===== config.mk =====
export PLATFORM = sky130hd
export DESIGN_NAME = traffic_phase_controller_flat
export DESIGN_NICKNAME = d
export VERILOG_FILES = /design/src/rtl/traffic_phase_controller_if.sv /design/src/rtl/traffic_phase_controller.sv /design/src/flat_wrapper.sv
export SDC_FILE = /design/constraint.sdc
export NUM_CORES = 1
export LEC_CHECK = 0
export BUFFER_PORTS_ARGS = -buffer_cell sky130_fd_sc_hd__clkbuf_2
export CORE_MARGIN = 4
export CORE_UTILIZATION = 45
export DETAILED_ROUTE_END_ITERATION = 8
export HOLD_SLACK_MARGIN = 0.08
export PLACE_DENSITY_LB_ADDON = 0.3
export SYNTH_ARGS = -nofsm -noshare
export SYNTH_HDL_FRONTEND = slang
export SYNTH_SLANG_ARGS = --single-unit
export TNS_END_PERCENT = 30

===== constraint.sdc =====
create_clock -name clock -period 3.8 [get_ports clock]
set_input_delay 0 -clock clock [delete_from_list [all_inputs] [get_ports clock]]
set_output_delay 0 -clock clock [all_outputs]
set_load 0.005 [all_outputs]

===== src/rtl/traffic_phase_controller_if.sv =====
// Timer handshake between the phase controller (master) and the interval timer (slave).
// The controller restarts the timer with an interval; the timer answers with an expiry pulse.
interface traffic_phase_controller_if;
  logic       Start_Timer;
  logic [3:0] Value;
  logic       Expired;

  modport master (output Start_Timer, output Value, input Expired);
  modport slave  (input Start_Timer, input Value, output Expired);
endinterface


===== src/rtl/traffic_phase_controller.sv =====
// Moore phase sequencer for main/side street lights with a side-green extension and a
// pedestrian walk phase, paced by an external interval timer.
module traffic_phase_controller #(
  parameter logic [3:0] T_BASE = 4'd6,
  parameter logic [3:0] T_EXT  = 4'd3,
  parameter logic [3:0] T_YEL  = 4'd2,
  parameter logic [3:0] T_RED  = 4'd1
) (
  input  logic                          clock,
  input  logic                          Reset_N,
  input  logic                          Sensor,
  input  logic                          Walk_Request,
  traffic_phase_controller_if.master    tmr,
  output logic [2:0]                    Main_Light,
  output logic [2:0]                    Side_Light,
  output logic                          Walk,
  output logic [2:0]                    Phase
);

  typedef enum logic [2:0] {
    MAIN_GRN  = 3'd0,
    MAIN_YEL  = 3'd1,
    ALL_RED_A = 3'd2,
    SIDE_GRN  = 3'd3,
    SIDE_EXT  = 3'd4,
    SIDE_YEL  = 3'd5,
    ALL_RED_B = 3'd6,
    WALK      = 3'd7
  } phase_e;

  typedef struct packed {
    logic [3:0] value;
    logic [2:0] main_light;
    logic [2:0] side_light;
    logic       walk;
  } decode_t;

  function automatic decode_t decode(input phase_e p);
    decode_t d;
    case (p)
      MAIN_GRN:  d = '{value: T_BASE, main_light: 3'b001, side_light: 3'b100, walk: 1'b0};
      MAIN_YEL:  d = '{value: T_YEL,  main_light: 3'b010, side_light: 3'b100, walk: 1'b0};
      ALL_RED_A: d = '{value: T_RED,  main_light: 3'b100, side_light: 3'b100, walk: 1'b0};
      SIDE_GRN:  d = '{value: T_BASE, main_light: 3'b100, side_light: 3'b001, walk: 1'b0};
      SIDE_EXT:  d = '{value: T_EXT,  main_light: 3'b100, side_light: 3'b001, walk: 1'b0};
      SIDE_YEL:  d = '{value: T_YEL,  main_light: 3'b100, side_light: 3'b010, walk: 1'b0};
      ALL_RED_B: d = '{value: T_RED,  main_light: 3'b100, side_light: 3'b100, walk: 1'b0};
      WALK:      d = '{value: T_EXT,  main_light: 3'b100, side_light: 3'b100, walk: 1'b1};
      default:   d = '{value: T_BASE, main_light: 3'b001, side_light: 3'b100, walk: 1'b0};
    endcase
    return d;
  endfunction

  phase_e  state_r;
  phase_e  next_s;
  logic    walk_pending_r;
  logic    start_r;
  logic    take_s;
  decode_t out_r;

  // An expiry arriving while the restart strobe is still high belongs to the previous phase.
  always_comb begin
    take_s = tmr.Expired && !start_r;
    next_s = state_r;
    if (take_s) begin
      case (state_r)
        MAIN_GRN:  next_s = (Sensor || walk_pending_r) ? MAIN_YEL : MAIN_GRN;
        MAIN_YEL:  next_s = ALL_RED_A;
        ALL_RED_A: next_s = SIDE_GRN;
        SIDE_GRN:  next_s = Sensor ? SIDE_EXT : SIDE_YEL;
        SIDE_EXT:  next_s = SIDE_YEL;
        SIDE_YEL:  next_s = ALL_RED_B;
        ALL_RED_B: next_s = walk_pending_r ? WALK : MAIN_GRN;
        WALK:      next_s = MAIN_GRN;
        default:   next_s = MAIN_GRN;
      endcase
    end else begin
      next_s = state_r;
    end
  end

  // State, walk latch, restart strobe and decoded outputs all update together.
  always_ff @(posedge clock or negedge Reset_N) begin
    if (!Reset_N) begin
      state_r        <= MAIN_GRN;
      walk_pending_r <= 1'b0;
      start_r        <= 1'b1;
      out_r          <= decode(MAIN_GRN);
    end else begin
      state_r <= next_s;
      start_r <= take_s;
      out_r   <= decode(next_s);
      if (take_s && (next_s == WALK)) begin
        walk_pending_r <= 1'b0;
      end else if (Walk_Request && (state_r != WALK)) begin
        walk_pending_r <= 1'b1;
      end else begin
        walk_pending_r <= walk_pending_r;
      end
    end
  end

  assign tmr.Start_Timer = start_r;
  assign tmr.Value       = out_r.value;
  assign Main_Light      = out_r.main_light;
  assign Side_Light      = out_r.side_light;
  assign Walk            = out_r.walk;
  assign Phase           = state_r;

endmodule


===== src/flat_wrapper.sv =====
// flat-port wrapper written by rule: the top's interface ports become plain ports
module traffic_phase_controller_flat 
#(
  parameter logic [3:0] T_BASE = 4'd6,
  parameter logic [3:0] T_EXT  = 4'd3,
  parameter logic [3:0] T_YEL  = 4'd2,
  parameter logic [3:0] T_RED  = 4'd1
)
  (clock, Reset_N, Sensor, Walk_Request, Main_Light, Side_Light, Walk, Phase, tmr_Start_Timer, tmr_Value, tmr_Expired);
  traffic_phase_controller_if tmr_i ();
  input  logic clock;
  input  logic Reset_N;
  input  logic Sensor;
  input  logic Walk_Request;
  output logic [2:0] Main_Light;
  output logic [2:0] Side_Light;
  output logic Walk;
  output logic [2:0] Phase;
  output wire logic [$bits(tmr_i.Start_Timer)-1:0] tmr_Start_Timer;
  output wire logic [$bits(tmr_i.Value)-1:0] tmr_Value;
  input wire logic [$bits(tmr_i.Expired)-1:0] tmr_Expired;
  assign tmr_Start_Timer = tmr_i.Start_Timer;
  assign tmr_Value = tmr_i.Value;
  assign tmr_i.Expired = tmr_Expired;
  traffic_phase_controller #(.T_BASE(T_BASE), .T_EXT(T_EXT), .T_YEL(T_YEL), .T_RED(T_RED)) u_core (.clock(clock), .Reset_N(Reset_N), .Sensor(Sensor), .Walk_Request(Walk_Request), .tmr(tmr_i), .Main_Light(Main_Light), .Side_Light(Side_Light), .Walk(Walk), .Phase(Phase));
endmodule

### Word level (Yosys, flattened, before mapping)

Memories as Yosys holds them, arrays and structs flattened. A register that Yosys moved wholly into a read port is not among the register bits.
Index checks and enable logic that the tools add are counted.

* input port bits: 5
* logic and storage cells: 29
* memories: 1
* bits in registers: 9
* bits in read-only memories: 80

Memory list
* (no name shown): depth 8, width 10, rd ports 1, clocked after Yosys merged registers in 1, write ports 0, line traffic_phase_controller.sv:40 `case (p)`

* equal/unequal tests: 9
* reductions and logical operators: 8
* mux-type cells: 7

Operators by type and width (count)
* $pmux 3 s8: 1
* $eq 3x3->1 const B: 5
* $eq 3x2->1 const B: 2
* $mux 3: 2
* $mux 1: 4
* $eq 3x1->1 const B: 1
* $logic_and 1x1->1: 3
* $logic_not 3->1: 1
* $ne 3x3->1 const B: 1
* $logic_not 1->1: 2
* $reduce_bool 2->1: 1
* $logic_or 1x1->1: 1

### Logic depth before layout (Yosys ltp)

* depth after elaboration: 7
* gate-level depth with buffers: 7

### Worst setup path before layout

No wires, ideal clock.

* path kind: reg-to-reg
* start point: register u_core.start_r, in the netlist u_core.tmr.Start_Timer
* end point: register, netlist name u_core.Side_Light[0]
* data required time: 3.675 ns
* buffers on the path: 0
* library setup time: 0.125 ns
* cell stages (with the launch flop): 7
* path slack: 2.051 ns
* arrival: 1.624 ns
* path through: dfstp_2 -> nor2b_4 -> a21o_2 -> o21ai_0 -> inv_1 -> ha_1 -> mux2_4

* longest elaborated chain between the ends: 3

RTL lines
* start, declared: line traffic_phase_controller.sv:57 `logic start_r;`
* start signal, assigned: line traffic_phase_controller.sv:91 `start_r <= take_s;`
* $logic_not 1->1: line traffic_phase_controller.sv:63 `take_s = tmr.Expired && !start_r;`
* $logic_and 1x1->1: line traffic_phase_controller.sv:63
* net u_core.take_s: line traffic_phase_controller.sv:58 `logic take_s;`
* $mux 3: line traffic_phase_controller.sv:65 `if (take_s) begin`
* net u_core.next_s[1]: line traffic_phase_controller.sv:55 `phase_e next_s;`

The timed path passes the listed nets, and every way through them passes these cells.
A chain may end at the register's enable or synchronous reset.

### Final worst setup path

* start point: register u_core.state_r[1], in the netlist u_core.Phase[1]
* end point: register, netlist name u_core.Side_Light[0]

* longest elaborated chain between the ends: 3
* elaborated cells between the ends (all ways): 10

RTL lines
* start, declared: line traffic_phase_controller.sv:54 `phase_e state_r;`
* start signal, assigned: line traffic_phase_controller.sv:90 `state_r <= next_s;`
* $eq 3x3->1 (tied with other cells): line traffic_phase_controller.sv:66 `case (state_r)`
* $pmux 3 s8: line traffic_phase_controller.sv:66
* $mux 3 *: line traffic_phase_controller.sv:65
* net u_core.next_s[1]: line traffic_phase_controller.sv:55

The timed path passes the listed nets; every way through them passes the cells marked *.

==> impl_results.html <==
<table>
<tr><th>Metric</th><th>Value</th></tr>
<tr><th colspan="2">Routing</th></tr>
<tr><td>Post-detailed-route wirelength per cell</td><td>roughly 13 um</td></tr>
<tr><td>Violation count after the first detailed-routing iteration</td><td>6</td></tr>
<tr><td>Via-per-instance ratio</td><td>between 5 and 6</td></tr>
<tr><td>Remaining antenna violation count</td><td>0</td></tr>
<tr><td>Vias after detailed routing</td><td>487</td></tr>
<tr><td>Routed wire length</td><td>1240 um</td></tr>
<tr><td>Iteration count of the initial detailed-routing pass</td><td>3</td></tr>
<tr><td>DRC errors left</td><td>0</td></tr>
<tr><th colspan="2">Timing</th></tr>
<tr><td>Final Critical Period</td><td>1940 ps</td></tr>
<tr><td>Final Hold Vio Count</td><td>0</td></tr>
<tr><td>Final setup viols</td><td>0</td></tr>
<tr><td>Fmax</td><td>516 MHz</td></tr>
<tr><td>Final TNS setup</td><td>0 ps</td></tr>
<tr><td>Setup Skew</td><td>1.96 ps</td></tr>
<tr><td>Transition time of the tightest slew-check pin</td><td>555 ps</td></tr>
<tr><td>Pins Over Slew Limit</td><td>0</td></tr>
<tr><td>Setup repair after global routing missed its margin</td><td>no</td></tr>
<tr><td>Worst hold slack</td><td>157 ps</td></tr>
<tr><td>Max_slew headroom</td><td>62.6%</td></tr>
<tr><td>Tcrit/Tclk final</td><td>51.0%</td></tr>
<tr><th colspan="2">Pwr</th></tr>
<tr><td>Power density over the cells</td><td>729 nW/um^2</td></tr>
<tr><td>Peak supply drop</td><td>0.391 mV</td></tr>
<tr><td>Static leakage power</td><td>between 0.4 and 0.5 nW</td></tr>
<tr><td>Tot Pwr</td><td>~600 uW</td></tr>
<tr><th colspan="2">Clock tree</th></tr>
<tr><td>Number of sinks on the clock net</td><td>15</td></tr>
<tr><td>TritonCTS clock tree</td><td>yes</td></tr>
<tr><td>Maximum level of the CTS H-tree</td><td>1</td></tr>
<tr><td>Maximum buffer depth of the clock tree</td><td>2</td></tr>
<tr><td>Latest clock arrival within the worst-skew pair</td><td>approximately 280 ps</td></tr>
<tr><td>Number of buffers added by the clock tree synthesis step</td><td>3</td></tr>
<tr><td>Clock transition at the registers of the reported paths</td><td>80 ps</td></tr>
<tr><td>Number of cells upsized or downsized after cts</td><td>0</td></tr>
<tr><td>Clock tree root buffer cell</td><td>sky130_fd_sc_hd__clkbuf_4</td></tr>
<tr><th colspan="2">Synthesis</th></tr>
<tr><td>Sequential fraction of the synthesis area</td><td>54.9%</td></tr>
<tr><td>Synth Area in XOR/XNOR</td><td>0%</td></tr>
<tr><td>Synth area leaders</td><td>sky130_fd_sc_hd__dfrtp_1, sky130_fd_sc_hd__dfstp_2, sky130_fd_sc_hd__ha_1</td></tr>
<tr><td>Number of register bits inferred by synthesis</td><td>15</td></tr>
<tr><td>Most instantiated flip-flop cell in the synthesis netlist</td><td>sky130_fd_sc_hd__dfrtp_1</td></tr>
<tr><td>Count of flip-flops with a built-in enable after synthesis</td><td>0</td></tr>
<tr><td>Synthesized instance count</td><td>56</td></tr>
<tr><td>Combinational family with the most area after synthesis</td><td>simple AND/OR/NAND/NOR gates</td></tr>
<tr><td>Cell Area, Synth</td><td>about 700 um^2</td></tr>
<tr><td>Distinct cells, synth</td><td>25</td></tr>
<tr><td>Count of yosys warnings during synthesis</td><td>0</td></tr>
<tr><td>Adder and majority cell fraction of the synthesized area</td><td>8.99%</td></tr>
<tr><td>Cell taking the most area after synthesis</td><td>sky130_fd_sc_hd__dfrtp_1</td></tr>
<tr><td>Commonest cells post-synth</td><td>sky130_fd_sc_hd__dfrtp_1, sky130_fd_sc_hd__and2_2, sky130_fd_sc_hd__dfstp_2, sky130_fd_sc_hd__ha_1, sky130_fd_sc_hd__inv_1</td></tr>
<tr><td>Mux contribution to synthesized area</td><td>8.09%</td></tr>
<tr><td>Post-synthesis net count</td><td>66</td></tr>
<tr><td>Compound-Gate Fraction of Synth Area</td><td>9.71%</td></tr>
<tr><td>Area share of the largest cell type after synthesis</td><td>36.0%</td></tr>
<tr><td>Simple-Gate Fraction of Synth Area</td><td>12.6%</td></tr>
<tr><td>Mean instance size in the synthesized netlist</td><td>12.4 um^2</td></tr>
<tr><td>Post-synthesis async set-or-reset flop share</td><td>100%</td></tr>
<tr><td>Most frequent cell after synthesis</td><td>sky130_fd_sc_hd__dfrtp_1</td></tr>
<tr><th colspan="2">Final layout</th></tr>
<tr><td>Area growth from synthesis to layout</td><td>21.6%</td></tr>
<tr><td>Layout cells sized above 1</td><td>46.8%</td></tr>
<tr><td>Number of diodes</td><td>0</td></tr>
<tr><td>Net count of the finished layout</td><td>90</td></tr>
<tr><td>Combined flip-flop and latch cell area</td><td>approximately 380 um^2</td></tr>
<tr><td>Number of fillers in the final layout</td><td>about 110</td></tr>
<tr><td>Area taken by multi-input logic gates</td><td>278 um^2</td></tr>
<tr><th colspan="2">Global route</th></tr>
<tr><td>Initial antenna violation count</td><td>0</td></tr>
<tr><td>Global-route wire length before repair</td><td>2010 um</td></tr>
<tr><td>Grt met2 use</td><td>19.5%</td></tr>
<tr><td>Met3 Use GR</td><td>about 4.6%</td></tr>
<tr><td>Routing layer with the top usage in global route</td><td>met2</td></tr>
<tr><td>All-layer global routing usage</td><td>a little over an eighth</td></tr>
<tr><td>Pin count of the biggest net entering global routing</td><td>16</td></tr>
<tr><td>Met1 usage</td><td>16.0%</td></tr>
<tr><td>Number of global-route vias before repair</td><td>480</td></tr>
<tr><td>GRT overflow</td><td>0</td></tr>
<tr><th colspan="2">Min path</th></tr>
<tr><td>Type of the tightest min-delay check</td><td>in -&gt; async</td></tr>
<tr><th colspan="2">Critical path</th></tr>
<tr><td>Beginning of the critical path</td><td>u_core.Phase[1]</td></tr>
<tr><td>Worst path bufs/invs</td><td>1</td></tr>
<tr><td>CP startpoint kind</td><td>flip-flop</td></tr>
<tr><td>Crit path kind</td><td>reg -&gt; reg</td></tr>
<tr><td>Worst-path cell with the longest stage delay</td><td>sky130_fd_sc_hd__o21ai_0</td></tr>
<tr><td>Kind of end point of the critical path</td><td>flip-flop</td></tr>
<tr><td>Maximum fanout encountered on the critical timing path</td><td>8</td></tr>
<tr><td>CP Cell Sequence</td><td>nand3b_1, o21ai_0, inv_1, ha_1, mux2_4</td></tr>
<tr><td>Required arrival time at the worst endpoint</td><td>around 4000 ps</td></tr>
<tr><td>Critical path arrival</td><td>2110 ps</td></tr>
<tr><td>Reg-to-reg startpoint</td><td>u_core.Phase[1]</td></tr>
<tr><td>Kind of cell with the highest combined delay on the critical path</td><td>compound AO/OA/AOI/OAI gates</td></tr>
<tr><td>Largest stage delay, worst path</td><td>480 ps</td></tr>
<tr><th colspan="2">Floorplanning</th></tr>
<tr><td>Initial Utilization</td><td>around half</td></tr>
<tr><td>DIE AREA</td><td>2240 um^2</td></tr>
<tr><td>Vert. Die Dim</td><td>47.3 um</td></tr>
<tr><td>Core box area</td><td>1380 um^2</td></tr>
<tr><td>DIE WIDTH</td><td>47.3 um</td></tr>
<tr><td>Boundary pin count</td><td>20</td></tr>
<tr><td>Standard-cell rows</td><td>13</td></tr>
<tr><th colspan="2">Place</th></tr>
<tr><td>Port-buffer cells</td><td>18</td></tr>
<tr><td>Placer Congestion</td><td>roughly 0.77</td></tr>
<tr><td>Post-DP HPWL</td><td>963 um</td></tr>
<tr><th colspan="2">Job</th></tr>
<tr><td>Number of maximum-capacitance violations</td><td>0</td></tr>
<tr><th colspan="2">Run status</th></tr>
<tr><td>Status</td><td>complete, no violations</td></tr>
</table>
==> logic make-up after synthesis <==
logic type	after synthesis
flip-flops	15
AND/OR/NAND/NOR	13
AO/OA/AOI/OAI	10
buffers and inverters	7
multiplexers	5
adder cells (fa/ha/maj)	5
other	1
==> routing by layer <==
metal | routed length (um) | share of wire, % | up-vias
met1 | 523 | 42 | 226
met3 | 79 | 6.4 | 9
met4 | 67 | 5.4 | 0
li1 | - | - | 234
met2 | 571 | 46 | 18
met5 | 0 | 0 | -
==> state kept, by name, indices dropped and copies added (netlist names) <==
register,cells
u_core.Main_Light,3
u_core.Phase,3
u_core.Side_Light,3
u_core.tmr.Value,3
u_core.Walk,1
u_core.tmr.Start_Timer,1
u_core.walk_pending_r,1
==> per-stage QoR <==
| stage | instances | utilization [%] | worst slack (ps) | area (um^2) |
|---|---|---|---|---|
| finish | 94 | 61.2 | 1860 | 846 |
| global route | 94 | 61.2 | 1680 | 846 |
| CTS | 94 | 61.2 | 1840 | 846 |
| detailed placement | 87 | 57.1 | 1850 | 790 |
| global placement | 87 | 57.1 | 1960 | 790 |
| floorplan | 56 | - | 2050 | 696 |
==> cell type report <==
cell class | count | area share [%]
sequential | 15 | 45.1
multi-input combinational | 34 | 32.8
tap | 15 | 2.22
inverter | 5 | 2.51
timing repair buffer | 21 | 14.2
clock buffer | 4 | 3.11
==> layout by cell type, fill, tap and decap left out, types with 2 or more instances in the layout <==
| master | count |
|---|---|
| sky130_fd_sc_hd__inv_1 | 4 |
| sky130_fd_sc_hd__mux2i_1 | 3 |
| sky130_fd_sc_hd__a21oi_1 | 3 |
| sky130_fd_sc_hd__clkbuf_4 | 3 |
| sky130_fd_sc_hd__and2_2 | 5 |
| sky130_fd_sc_hd__dlygate4sd3_1 | 3 |
| sky130_fd_sc_hd__dfrtp_1 | 10 |
| sky130_fd_sc_hd__nand3_1 | 2 |
| sky130_fd_sc_hd__ha_1 | 5 |
| sky130_fd_sc_hd__dfstp_2 | 5 |
| sky130_fd_sc_hd__o21ai_0 | 2 |
| sky130_fd_sc_hd__clkbuf_2 | 18 |
==> worst paths after layout <==
check                                          to  slack [ps]  cells past startpoint
min in group clock                u_core.Phase[0]         350                      4
max reg2reg                  u_core.Side_Light[0]        1860                      5
min                         u_core.walk_pending_r         160                      2
min reg2reg                u_core.tmr.Start_Timer         610                      1
max                          u_core.Side_Light[0]        1860                      5
max in group asynchronous    u_core.Side_Light[2]        3340                      2
==> where the power goes <==
group          total [mW]  internal, mW  switching (mW)
logic               0.251         0.129           0.122
registers           0.279         0.234          0.0450
clock network      0.0868        0.0407          0.0461
==> repair_timing <==
| item | 4_1_cts | 5_1_grt |
|---|---|---|
| endpoints found under the hold margin | 17 | 0 |
| hold buffers | 3 | 0 |
| setup buffers | 0 | 0 |
Note: power is estimated with default switching activity, not from simulation.
